===== config.mk =====
export PLATFORM = sky130hd
export DESIGN_NAME = fsm
export DESIGN_NICKNAME = d
export VERILOG_FILES = /design/src/rtl/fsm_pkg.sv /design/src/rtl/fsm_counter.sv /design/src/rtl/fsm.sv
export SDC_FILE = /design/constraint.sdc
export NUM_CORES = 1
export LEC_CHECK = 0
export ABC_AREA = 1
export CAP_MARGIN = 20
export CORE_AREA = 2 2 39 41
export CTS_BUF_LIST = sky130_fd_sc_hd__clkbuf_16
export CTS_CLUSTER_SIZE = 24
export DETAILED_ROUTE_END_ITERATION = 12
export DIE_AREA = 0 0 41 43
export GPL_ROUTABILITY_DRIVEN = 0
export PLACE_DENSITY_LB_ADDON = 0.2
export SYNTH_ARGS = -nofsm -noshare
export SYNTH_HDL_FRONTEND = slang
export SYNTH_SLANG_ARGS = --single-unit

===== constraint.sdc =====
create_clock -name clk -period 1.4 [get_ports clk]
set_input_delay 0.28 -clock clk [delete_from_list [all_inputs] [get_ports clk]]
set_output_delay 0.28 -clock clk [all_outputs]
set_load 0.01 [all_outputs]

===== src/rtl/fsm_pkg.sv =====
// fsm_pkg: shared types and constants for the fsm sequencing block.
//   fsm_state_t   - state encoding, also driven straight onto the z output
//   FSM_CNT_W     - width of the progress counter
//   FSM_COUNT_MAX - default terminal count of the COUNT phase
package fsm_pkg;

  localparam int FSM_CNT_W = 4;

  localparam logic [FSM_CNT_W-1:0] FSM_COUNT_MAX = 4'd5;

  typedef enum logic [1:0] {
    IDLE  = 2'b00,
    ARM   = 2'b01,
    COUNT = 2'b10,
    DONE  = 2'b11
  } fsm_state_t;

endpackage


===== src/rtl/fsm_counter.sv =====
// fsm_counter: 4-bit progress counter with synchronous clear, count enable
// and a terminal-count flag.
// Ports:
//   clk    - clock, rising edge
//   rst    - asynchronous reset, active low; clears the count
//   clear  - synchronous clear to zero (wins over enable)
//   enable - increment by one on the next rising edge
//   count  - registered count value
//   at_max - high while count equals COUNT_MAX
module fsm_counter
  import fsm_pkg::*;
#(
  parameter logic [FSM_CNT_W-1:0] COUNT_MAX = FSM_COUNT_MAX
) (
  input  logic                 clk,
  input  logic                 rst,
  input  logic                 clear,
  input  logic                 enable,
  output logic [FSM_CNT_W-1:0] count,
  output logic                 at_max
);

  always_ff @(posedge clk or negedge rst) begin
    if (!rst) begin
      count <= '0;
    end else if (clear) begin
      count <= '0;
    end else if (enable) begin
      count <= count + 1'b1;
    end
  end

  assign at_max = (count == COUNT_MAX);

endmodule


===== src/rtl/fsm.sv =====
// fsm: Moore control FSM. A single-cycle trigger on x arms the block, it then
// counts 0..COUNT_MAX in COUNT, shows DONE for one cycle and returns to IDLE.
// Ports:
//   clk     - clock, rising edge
//   x       - trigger (and retrigger when enabled), sampled on rising clk
//   z       - registered state encoding (IDLE=00, ARM=01, COUNT=10, DONE=11)
//   rst     - asynchronous reset, active low
//   counter - registered progress count
// Build option:
//   FSM_RETRIGGER_EN - when defined, x=1 during COUNT restarts the count at 0
//                      (this beats the terminal-count exit); otherwise x is
//                      only looked at in IDLE.
module fsm
  import fsm_pkg::*;
#(
  parameter logic [FSM_CNT_W-1:0] COUNT_MAX = FSM_COUNT_MAX
) (
  input  logic                 clk,
  input  logic                 x,
  output logic [1:0]           z,
  input  logic                 rst,
  output logic [FSM_CNT_W-1:0] counter
);

  fsm_state_t state;
  logic       retrig;
  logic       cnt_clear;
  logic       cnt_enable;
  logic       at_max;

`ifdef FSM_RETRIGGER_EN
  assign retrig = (state == COUNT) && x;
`else
  assign retrig = 1'b0;
`endif

  // The counter is held at zero outside COUNT, so it is already 0 when COUNT
  // is entered; leaving DONE clears it back to 0 on the same edge.
  assign cnt_clear  = (state != COUNT) || retrig;
  assign cnt_enable = (state == COUNT) && !at_max;

  fsm_counter #(
    .COUNT_MAX(COUNT_MAX)
  ) u_counter (
    .clk   (clk),
    .rst   (rst),
    .clear (cnt_clear),
    .enable(cnt_enable),
    .count (counter),
    .at_max(at_max)
  );

  always_ff @(posedge clk or negedge rst) begin
    if (!rst) begin
      state <= IDLE;
    end else begin
      case (state)
        IDLE:    if (x) state <= ARM;
        ARM:     state <= COUNT;
        COUNT: begin
          if (retrig) begin
            state <= COUNT;
          end else if (at_max) begin
            state <= DONE;
          end
        end
        DONE:    state <= IDLE;
        default: state <= IDLE;
      endcase
    end
  end

  assign z = state;

endmodule


# == Word level (Yosys, flattened, before mapping) ==
# Index checks and enable logic that the tools add are counted.
# word_totals
output_inout_bits,6
register_bits,6
word_cells,20
inputBits,3
# classes
mux,5
eq_ne,7
reduce_logical,5
addsub,1
# op_table
cell,n
two-way mux 4 bit,2
one-hot mux 2 bit (4 select lines),1
!= test 2 bit (second input constant),3
adder 4 x 1 -> 4 bit (second input constant),1
equality test 2 bit (second input constant),2
equality test 4 x 3 -> 1 bit (second input constant),1
two-way mux 2 bit,2
equality test 2 x 1 -> 1 bit (second input constant),1
logical NOT 2 bit,1
AND reduction 2 bit,1
nonzero test 2 bit,1
logical AND 1 bit,1
logical NOT 1 bit,1

# == Logic depth before layout (Yosys ltp) ==
# depth
ltp_word,5
ltp_mapped,7
depth_no_buf,7

# == Cells and area by module ==
# A second synthesis with hierarchy kept.
# hier_totals
hier_cells,48
area_unflattened_um2,371.6
# by_module_without_submodules
mod,area_per_inst_um2,cells_per_inst,seq_area_each_um2,instances
fsm_counter,225.2,27,100.1,1
fsm,146.4,21,50.0,1

# == Worst setup path before layout ==
# Ideal clock, no wire load.
# synth_path
kind,register -> register
from,"register state[0], in the netlist z[0]"
to,"register state[0], in the netlist z[0]"
setup_slack_ns,0.180
setup_time_ns,0.117
stages_incl_launch_ff,6
period_less_slack_ns,1.220
required_time_ns,1.283
path_buffers,0
t_arrival_ns,1.103
cell_sequence,dfrtp_1 > inv_1 > ha_1 > or2_2 > nand3_1 > nand2_1
# synth_via
elab_chain_len,3
elab_cells_between_ends,8
classes_between,eq/ne: 5; mux: 1; reduce/logical: 2
# synth_lines
item,line_no,source
start: declaration,fsm.sv:25,fsm_state_t state;
start signal: assignment,fsm.sv:55,state <= IDLE;
start signal: assignment,fsm.sv:58,IDLE: if (x) state <= ARM;
start signal: assignment,fsm.sv:59,ARM: state <= COUNT;
equality test 2 bit / logical NOT 2 bit (equally long branches),fsm.sv:57,case (state)
!= test 2 bit (no line),--,
AND reduction 2 bit (no line),--,
# Several ways; a longest one is shown, not always the timed one.
# A chain may end at the register's enable or synchronous reset.

# == Worst setup path in the final report ==
# Same ends and word-level chain as after synthesis.

==> results.toml <==
[outcome]
status = "finished clean"

[global_routing]
grt_start_max_net_pins = 7
antenna_found_initial = 0
grt_pass1_wl_um = 1131
grt_pass1_vias = 271
grtUsageTotal_pct = 11.13
grt-ovfl-total = 0

[floorplan]
core_area_um2 = 1384
fp.dieH_um = 43
die_x_um = 41
rows = 14
ios = 9
dieArea_um2 = 1763
initial_core_util_pct = 24.95

[pwr]
cellPowerDensity_nw_per_um2 = 2149
seqPwrFrac_pct = 24.0
vdd_drop_max_v = 0.0007175
p_switching_mw = 0.3621
clkPwrFrac_pct = 40.4
p_leak_nw = 0.3014
p_sw_share_pct = 31.47
p_comb_share_pct = 35.6
internal_power_mw = 0.7884

[clocking]
cts_buffer_depth = 2
htreeDepth = 1
holdBufCountCts = 0
cts_buffers = 3
path_clk_slew_ns = 0.03
cts.sinks = 6
cts_tree = "done"
root_buffer = "clkbuf_16"
worstSkewPairLatency_ns = 0.23

[logic_synthesis]
yosysUniqueCellTypes = 13
synth_top_area_share_pct = 43.48
synth_async_sr_flop_share_pct = 100.0
synth_top_area_cell = "dfrtp_1"
syn_area_um2 = 345.3
synth_edf_count = 0
yosys-top-cells-area = "dfrtp_1 43%, ha_1 18%, nand2_1 7.6%"
ys_seq_elements = 6
ys_warn_count = 0
syn_area_per_cell_um2 = 9.088
syn-num-nets = 46
synthesis.instances = 38
synthFlopType = "dfrtp_1"
ys_seq_area_share_pct = 43.48
synth_most_common_cell = "nand2_1"
ys_top_cells_by_count = "7 x nand2_1, 6 x dfrtp_1, 6 x inv_1"

[worst_setup_path]
path_cells = "inv_1 > ha_1 > or2_2 > nand3_1 > nand2_1"
slowest_delay_ns = 0.37
worstPathRequired_ns = 1.52
endpoint_kind = "register"
critPathMaxFanout = 3
arrival_ns = 1.36
critPathSlowestCell = "dfrtp_1"
cp-start-kind = "register"
critPathKind = "reg -> reg"

[sta]
skew_ns = 0.002707
fmax_mhz = 806.6
tns_ns = 0
setup_violations = 0
post-route-min-period_ns = 1.240
worst_pin_slew_ns = 0.3029
rsz0062_at_grt = "no"
final-hold-violation-count = 0
slew_headroom_pct = 79.75
period_share_pct = 88.55
drv_slew = 0

[finish]
post-route-cell-area_um2 = 535.5
n_antenna_cell = 0
nets = 61
synthToLayoutAreaGrowth_pct = 55.07
drive_gt1_share_pct = 17.65
fin_util_pct = 38.70

[routing]
drt_pre_antenna_iters = 2
num_vias = 277
first_iter_violations = 2
postRouteAntennaNets = 0
postRouteWirelength_um = 683
vias_per_cell = 4.134
wl_per_cell_um = 10.19
route.detailed.drc = 0

[place]
port_buffers = 8
placed_cell_area_um2 = 445.4
dp_hpwl_um = 485.6

[run]
maxCapViolations = 0

[min_path]
hold_class = "in -> async"
## through the flow
step	cells	hold slack, ns	worst slack (ns)	power, mW
floorplan	38	-0.01559	0.1802	0.5353
finish	67	0.3067	0.1603	1.151
global route	67	0.3299	0.08947	1.254
CTS	67	0.3133	0.008650	1.175
global placement	62	0.5220	0.1452	0.7059
detailed placement	62	0.4984	0.1517	0.6988
## cell type report
class                           count  area [µm²]
Clock buffer                        3       75.07
Fill cell                         150       848.3
Inverter                            6       22.52
Multi-Input combinational cell     26       172.7
Sequential cell                     6       150.1
Tap cell                           16       20.02
Timing Repair Buffer               10       95.09
## path summary, 6_finish.rpt
kind	slack, ns	from	cells past startpoint	endpoint
max in group asynchronous	0.86	rst	1	u_counter.count[3]
hold / removal	0.31	rst	1	z[0]
min in group clk	0.52	z[0]	2	z[0]
setup / recovery	0.16	z[0]	5	z[0]
hold reg to reg	0.52	z[0]	2	z[0]
setup reg to reg	0.16	z[0]	5	z[0]
## sequential cells by signal, indices dropped and copies added, names as in the netlist
register	flops
u_counter.count	4
z	2
## cells by family after synthesis
| family | count (synthesis) | synth area share [%] |
|---|---|---|
| xor+xnor | 2 | 5.073 |
| simple gates | 16 | 22.47 |
| flops | 6 | 43.48 |
| buf+inv | 6 | 6.521 |
| fa+ha+maj | 5 | 18.12 |
| compound gates | 3 | 4.347 |
## routing by layer
layer | vias to the layer above | GRT usage, % | routed length (µm)
li1 | 144 | - | -
met1 | 120 | 10.89 | 308
met2 | 9 | 13.75 | 278
met3 | 4 | 6.283 | 58
met4 | 0 | 14.00 | 38
met5 | - | 0 | 0
## critical path: cells and delay by family, from the launching register on
family                     cells  cell delay (ns)
DFF                            1             0.37
buffers and inverters          1             0.09
adders and majority gates      1             0.23
and+or+nand+nor                3             0.43
## timing repair
action	CTS	global route
buffers inserted	2	0
endpoints found under the setup margin	6	2
resized for setup	4	2
pin swaps	0	0
## power groups by stage
| stage | sequential (mW) | combinational (mW) | clock, mW |
|---|---|---|---|
| 3_3_place_gp | 0.299 | 0.407 | 0 |
| 3_5_place_dp | 0.295 | 0.404 | 0 |
| 2_1_floorplan | 0.312 | 0.224 | 0 |
| 4_1_cts | 0.279 | 0.423 | 0.473 |
| 5_1_grt | 0.286 | 0.486 | 0.482 |
| 6_report | 0.276 | 0.410 | 0.465 |
## cells in the final DEF (no fill, tap or decap), drive strengths merged
master	Yosys	routed
o21ai	2	2
xnor2	1	1
or2	1	1
dfrtp	6	6
dlygate4sd2	0	4
clkdlybuf4s50	0	2
xor2	1	1
inv	6	6
a21oi	1	1
dlymetal6s2s	0	2
nor2	2	2
buf	0	2
nand3	4	4
nand2	9	9
clkbuf	0	3
ha	5	5
Note: power is estimated with default switching activity, not from simulation.
